===== src/rtl/zmon_pkg.sv =====
// Shared definitions for the z run monitor.
//   zmon_state_t : run-measurement FSM states
//   zmon_rec_t   : one queued record {len, sat} at the default field width
//   ZMON_*       : default parameter values for the monitor and its FIFO
package zmon_pkg;

  localparam int unsigned ZMON_CNT_W      = 5;
  localparam int unsigned ZMON_MAX_RUN    = 19;
  localparam int unsigned ZMON_FIFO_DEPTH = 4;

  typedef enum logic [1:0] {
    IDLE = 2'd0,
    RUN  = 2'd1,
    HOLD = 2'd2
  } zmon_state_t;

  typedef struct packed {
    logic [ZMON_CNT_W-1:0] len;
    logic                  sat;
  } zmon_rec_t;

endpackage


===== src/rtl/mon_fifo.sv =====
// Synchronous record FIFO for the z run monitor.
//   clk, init   : clock and synchronous active-high reset
//   push, din   : write request and data (dropped when full unless popping)
//   pop         : read request (ignored when empty)
//   dout        : head entry; holds the last shown value while empty
//   full, empty : occupancy flags
module mon_fifo #(
  parameter int unsigned WIDTH = 6,
  parameter int unsigned DEPTH = 4
) (
  input  logic             clk,
  input  logic             init,
  input  logic             push,
  input  logic             pop,
  input  logic [WIDTH-1:0] din,
  output logic [WIDTH-1:0] dout,
  output logic             full,
  output logic             empty
);

  localparam int unsigned AW = $clog2(DEPTH);

  logic [WIDTH-1:0] mem [DEPTH];
  logic [AW-1:0]    wr_ptr;
  logic [AW-1:0]    rd_ptr;
  logic [AW:0]      cnt;
  logic [WIDTH-1:0] last_q;
  logic             do_push;
  logic             do_pop;

  assign empty   = (cnt == '0);
  assign full    = (cnt == (AW+1)'(DEPTH));
  assign do_pop  = pop & ~empty;
  // A pop frees a slot on the same edge, so a push into a full FIFO is
  // accepted when it coincides with a pop.
  assign do_push = push & (~full | do_pop);

  // Once the FIFO drains, the head slot is stale; show the value that was
  // last presented instead so the outputs stay put until reset.
  assign dout = empty ? last_q : mem[rd_ptr];

  always_ff @(posedge clk) begin
    if (do_push) begin
      mem[wr_ptr] <= din;
    end
  end

  always_ff @(posedge clk) begin
    if (init) begin
      wr_ptr <= '0;
      rd_ptr <= '0;
      cnt    <= '0;
      last_q <= '0;
    end else begin
      last_q <= dout;
      if (do_push) begin
        wr_ptr <= wr_ptr + 1'b1;
      end
      if (do_pop) begin
        rd_ptr <= rd_ptr + 1'b1;
      end
      case ({do_push, do_pop})
        2'b10:   cnt <= cnt + 1'b1;
        2'b01:   cnt <= cnt - 1'b1;
        default: cnt <= cnt;
      endcase
    end
  end

endmodule


===== src/rtl/z_run_monitor.sv =====
// Measures each contiguous high run of z_in, queues one {len, sat} record
// per run and presents the records through a valid/ready interface.
//   clk        : clock
//   init       : synchronous active-high reset
//   z_in       : monitored z signal
//   rec_valid  : head record available
//   rec_ready  : consumer takes the head record this cycle
//   rec_len    : head record run length (1..MAX_RUN)
//   rec_sat    : head record reached MAX_RUN
//   overflow   : sticky, a record was dropped on a full FIFO
//   busy       : a run is being measured
module z_run_monitor
  import zmon_pkg::*;
#(
  parameter int unsigned CNT_W      = ZMON_CNT_W,
  parameter int unsigned MAX_RUN    = ZMON_MAX_RUN,
  parameter int unsigned FIFO_DEPTH = ZMON_FIFO_DEPTH
) (
  input  logic             clk,
  input  logic             init,
  input  logic             z_in,
  output logic             rec_valid,
  input  logic             rec_ready,
  output logic [CNT_W-1:0] rec_len,
  output logic             rec_sat,
  output logic             overflow,
  output logic             busy
);

  typedef struct packed {
    logic [CNT_W-1:0] len;
    logic             sat;
  } rec_w_t;

  localparam logic [CNT_W-1:0] MAX_LEN = CNT_W'(MAX_RUN);

  zmon_state_t      state_q;
  zmon_state_t      state_d;
  logic [CNT_W-1:0] run_q;
  logic [CNT_W-1:0] run_d;
  logic             armed_q;
  logic             armed_d;
  logic             overflow_q;
  logic             push;
  rec_w_t           push_rec;
  rec_w_t           head;
  logic             fifo_full;
  logic             fifo_empty;
  logic             pop;

  always_ff @(posedge clk) begin
    if (init) begin
      state_q    <= IDLE;
      run_q      <= '0;
      armed_q    <= 1'b0;
      overflow_q <= 1'b0;
    end else begin
      state_q <= state_d;
      run_q   <= run_d;
      armed_q <= armed_d;
      if (push & fifo_full & ~pop) begin
        overflow_q <= 1'b1;
      end
    end
  end

  // armed_q: after reset z_in may still be high from a cut run; a new run
  // may only start once z_in has been seen low.
  always_comb begin
    state_d      = state_q;
    run_d        = run_q;
    armed_d      = armed_q;
    push         = 1'b0;
    push_rec.len = run_q;
    push_rec.sat = 1'b0;
    case (state_q)
      IDLE: begin
        if (!armed_q) begin
          if (!z_in) begin
            armed_d = 1'b1;
          end
        end else if (z_in) begin
          state_d = RUN;
          run_d   = CNT_W'(1);
        end
      end
      RUN: begin
        if (z_in) begin
          if (run_q == MAX_LEN - 1'b1) begin
            push         = 1'b1;
            push_rec.len = MAX_LEN;
            push_rec.sat = 1'b1;
            run_d        = MAX_LEN;
            state_d      = HOLD;
          end else begin
            run_d = run_q + 1'b1;
          end
        end else begin
          push    = 1'b1;
          state_d = IDLE;
          run_d   = '0;
        end
      end
      HOLD: begin
        if (!z_in) begin
          state_d = IDLE;
          run_d   = '0;
        end
      end
      default: begin
        state_d = IDLE;
        run_d   = '0;
      end
    endcase
  end

  assign rec_valid = ~fifo_empty;
  assign pop       = rec_valid & rec_ready;
  assign rec_len   = head.len;
  assign rec_sat   = head.sat;
  assign overflow  = overflow_q;
  assign busy      = (state_q != IDLE);

  mon_fifo #(
    .WIDTH (CNT_W + 1),
    .DEPTH (FIFO_DEPTH)
  ) u_fifo (
    .clk   (clk),
    .init  (init),
    .push  (push),
    .pop   (pop),
    .din   (push_rec),
    .dout  (head),
    .full  (fifo_full),
    .empty (fifo_empty)
  );

endmodule


===== config.mk =====
export PLATFORM = sky130hd
export DESIGN_NAME = z_run_monitor
export DESIGN_NICKNAME = d
export VERILOG_FILES = /design/src/rtl/zmon_pkg.sv /design/src/rtl/mon_fifo.sv /design/src/rtl/z_run_monitor.sv
export SDC_FILE = /design/constraint.sdc
export NUM_CORES = 1
export LEC_CHECK = 0
export CAP_MARGIN = 25
export CORE_MARGIN = 4
export CORE_UTILIZATION = 55
export DETAILED_ROUTE_END_ITERATION = 7
export PLACE_DENSITY = 0.74
export RECOVER_POWER = 100
export SYNTH_ARGS = -nofsm -noshare
export SYNTH_HDL_FRONTEND = slang
export SYNTH_HIERARCHICAL = 1
export SYNTH_SLANG_ARGS = --single-unit

===== constraint.sdc =====
create_clock -name clk -period 7.6 [get_ports clk]
set_clock_uncertainty 0.1 [all_clocks]
set_input_delay 2.28 -clock clk [delete_from_list [all_inputs] [get_ports clk]]
set_output_delay 2.28 -clock clk [all_outputs]
set_load 0.01 [all_outputs]

==> summary.txt <==
Placement
  – DP Area: 2281 um2
  – Port Buffer Count: 12
  – Placed Cells: 220
  – Dpl hpwl: 2518 um
  – Gpl congestion: 0.8407

Route
  – DR iter-0 viols: 72
  – Drt pass-1 iters: 4
  – Total Wirelength: 3523 um
  – Wire length per cell: 15.45 um
  – Via-to-Cell Ratio: 5.610
  – DRC Markers: 0
  – Routed Antenna Nets: 0
  – Vias: 1279

Die
  – Num ports: 13
  – Initial Utilization: 57.89%
  – Die width: 70.77 um
  – Die ar.: 5008 um2
  – Core Region: 3744 um2
  – DIE HEIGHT: 70.77 um
  – Num rows: 22

Setup path
  – CP Class: reg2out
  – Reg-to-Reg End: u_fifo/cnt[2]$_SDFFE_PP0P_
  – CP top delay family: simple AND/OR/NAND/NOR gates
  – R2R depth: 11
  – Worst-path fanout max: 11
  – Cells along the critical path: nor3_1, mux2_1, clkdlybuf4s50_1
  – Max stage delay on crit path: 1.04 ns
  – Critical path launch point type: flop
  – Setup crit end kind: output port
  – Slowest CP cell: nor3_1
  – Data required, critical path: 5.22 ns
  – WP data arrival: 2.60 ns
  – Reg-to-reg slack, setup: 3.99 ns
  – CP Buf/Inv Count: 1
  – Worst R2R Start: u_fifo/cnt[0]$_SDFFE_PP0P_

STA
  – Post-Route Setup TNS: 0 ns
  – Unrepaired setup endpoints after global routing: false
  – Fin. Hold Viols: 0
  – Max_slew headroom: 11.95%
  – Minimum clock period after layout: 4.978 ns
  – FMAX: 0.2009 GHz
  – Max-slew violation count: 0
  – Final setup viols: 0
  – Final period util: 65.50%
  – Worst Max-Slew Pin Slew: 1.311 ns

Global route
  – Initial antenna violation count: 0
  – GRT overflow: 0
  – Largest net degree at the start of global routing: 27
  – Layer with the highest usage: met2
  – GR Layer Usage met3: 3.409%
  – GRT met1 Usage: 19.39%
  – Wire length of the first global-routing pass: 6099 um
  – M2 GR Usage: 26.06%
  – Vias in the first global route: 1287
  – GRT Util Overall: 15.40%

Clock tree
  – CTS buffer count: 5
  – Insertion delay to the later sink of the worst-skew pair: 0.28 ns
  – Post-CTS Setup Repair Bufs: 0
  – CTS tree: built
  – Clock sink total: 48
  – Post-CTS Hold Buffers: 0
  – H-tree depth: 2
  – Clk pin slew, worst setup/hold paths: 0.08 ns
  – Post-CTS resize count: 0
  – Root Buffer: clkbuf_8
  – Longest Clk Path Bufs: 2

Power and ir drop
  – Sw Share: 21.02%
  – Power share of the sequential group: 62.0%
  – Gate power share: 6.1%
  – Power Dens Cells: 190.4 nW/um2
  – Total power: 0.4450 mW
  – Static leakage: 0.7910 nW
  – Switching Power: 0.09354 mW
  – Clock group share of total power: 31.9%
  – VDD IR max: 103.0 uV
  – Int Power: 0.3515 mW

Synth
  – Seq/Total Area, Yosys: 55.43%
  – Top post-synthesis cells by area: edfxtp_1 (33%), dfxtp_1 (22%), mux4_2 (6.2%)
  – Mapped Cells: 168
  – Leading area contributor after synthesis: edfxtp_1
  – Share of flip-flops with an asynchronous set or reset: 0%
  – Synth Cell Area: 2167 um2
  – Yosys warnings: 6
  – Yosys cell types: 43
  – Syn Area/Cell: 12.90 um2
  – Synth Flop Type: edfxtp_1
  – Net Count, Synth: 180
  – Post-synth top area share: 33.26%
  – EDFF count, synth: 24
  – #FFs+latches synth: 48

Outcome
  – Status: finished clean

Hold path
  – WHS Endpoint: overflow$_SDFFE_PP0P_
  – Critical hold path startpoint: overflow$_SDFFE_PP0P_
  – Tightest Hold Check Type: reg2reg
  – Hold path cells: 1

Layout
  – Layout Cells excl Fill: 228
  – Fill cells: 306
  – Final instance area: 2337 um2
  – # diodes: 0
  – Layout area overhead: 7.852%
  – Nets@finish: 191
  – Layout Utilization: 62.43%
  – Share of post-route cells with drive strength above 1: 11.11%

Flow run
  – Maximum Capacitance Violations: 0
[final cells by class]
| cell class | count | area, um2 | area share [%] |
|---|---|---|---|
| repair buffers | 12 | 120.1 | 5.139 |
| well taps | 48 | 60.06 | 2.570 |
| multi-input cells | 97 | 818.3 | 35.01 |
| inverters | 15 | 56.30 | 2.409 |
| clock inverters | 1 | 5.005 | 0.2141 |
| clock buffers | 7 | 76.32 | 3.266 |
| flip-flops and latches | 48 | 1201 | 51.39 |
[layer usage]
layer / share of wire, % / routed length, um
met5: 0 / 0
met4: 1.1 / 40
met3: 3.7 / 129
met2: 50 / 1761
met1: 45 / 1592
[cells in the mapped netlist, types with 2 or more instances]
| master | instances |
|---|---|
| mux2_2 | 7 |
| o32ai_1 | 3 |
| nand2_1 | 5 |
| or3_1 | 4 |
| ha_1 | 7 |
| edfxtp_1 | 24 |
| nand2b_1 | 5 |
| mux4_2 | 6 |
| nor2_1 | 10 |
| and2_1 | 4 |
| nor3b_1 | 2 |
| clkbuf_1 | 3 |
| buf_6 | 4 |
| a21oi_1 | 7 |
| dfxtp_1 | 24 |
| inv_1 | 15 |
| o21ai_0 | 2 |
| nor2b_1 | 6 |
| a32oi_1 | 2 |
| nand3_1 | 3 |
| xor2_1 | 3 |
[cell usage in the layout (no fill, tap or decap), drive strengths merged, types with 2 or more instances in the layout]
cell type	count
a21oi	7
and2	4
nand2b	5
mux4	6
ha	7
clkbuf	7
mux2	7
dfxtp	24
clkdlybuf4s50	8
xor2	3
nor3	2
o32ai	3
a32oi	2
nand3	3
dlygate4sd3	4
edfxtp	24
o21ai	2
inv	15
nor3b	2
nor2b	6
nor2	10
nand2	5
or3	5
[power groups by stage]
| stage | logic [mW] | clock network (mW) | registers, mW |
|---|---|---|---|
| 2_1_floorplan | 0.0186 | 0 | 0.282 |
| 3_5_place_dp | 0.0289 | 0 | 0.282 |
| 5_1_grt | 0.0300 | 0.157 | 0.277 |
| 3_3_place_gp | 0.0281 | 0 | 0.282 |
| 4_1_cts | 0.0291 | 0.146 | 0.276 |
| 6_report | 0.0273 | 0.142 | 0.276 |
[worst max-delay path by stage]
stage | cells after the start | start | endpoint | slack, ns
floorplan | 10 | rec_ready | u_fifo/cnt[2]$_SDFFE_PP0P_ | 3.53
global placement | 10 | z_in | u_fifo/cnt[2]$_SDFFE_PP0P_ | 2.86
detailed placement | 10 | z_in | u_fifo/cnt[2]$_SDFFE_PP0P_ | 2.72
CTS | 3 | flop | rec_len[1] | 2.97
global route | 3 | u_fifo/cnt[0]$_SDFFE_PP0P_ | rec_len[3] | 2.45
finish | 3 | u_fifo/cnt[0]$_SDFFE_PP0P_ | rec_len[3] | 2.62
[per-stage QoR]
step / worst slack (ns) / hold WS (ns)
floorplan: 3.528 / 0.3807
global placement: 2.856 / 0.3949
detailed placement: 2.721 / 0.3758
CTS: 2.968 / 0.4031
global route: 2.451 / 0.4200
finish: 2.622 / 0.4011
[state kept, by name (all words and copies together), names as in the netlist, 2 cells and up, named ones only]
signal,count
run_q,5
state_q,2
u_fifo/cnt,3
u_fifo/last_q,6
u_fifo/mem,24
u_fifo/rd_ptr,2
u_fifo/wr_ptr,2
[cell families after synthesis]
group	count (synthesis)	share of synthesized area (%)
fa+ha+maj	8	4.965
buf+inv	23	5.658
flops	48	55.43
simple gates	49	13.86
mux	14	10.34
compound gates	23	8.546
xor+xnor	3	1.213
(Power assumes the default switching activity.)
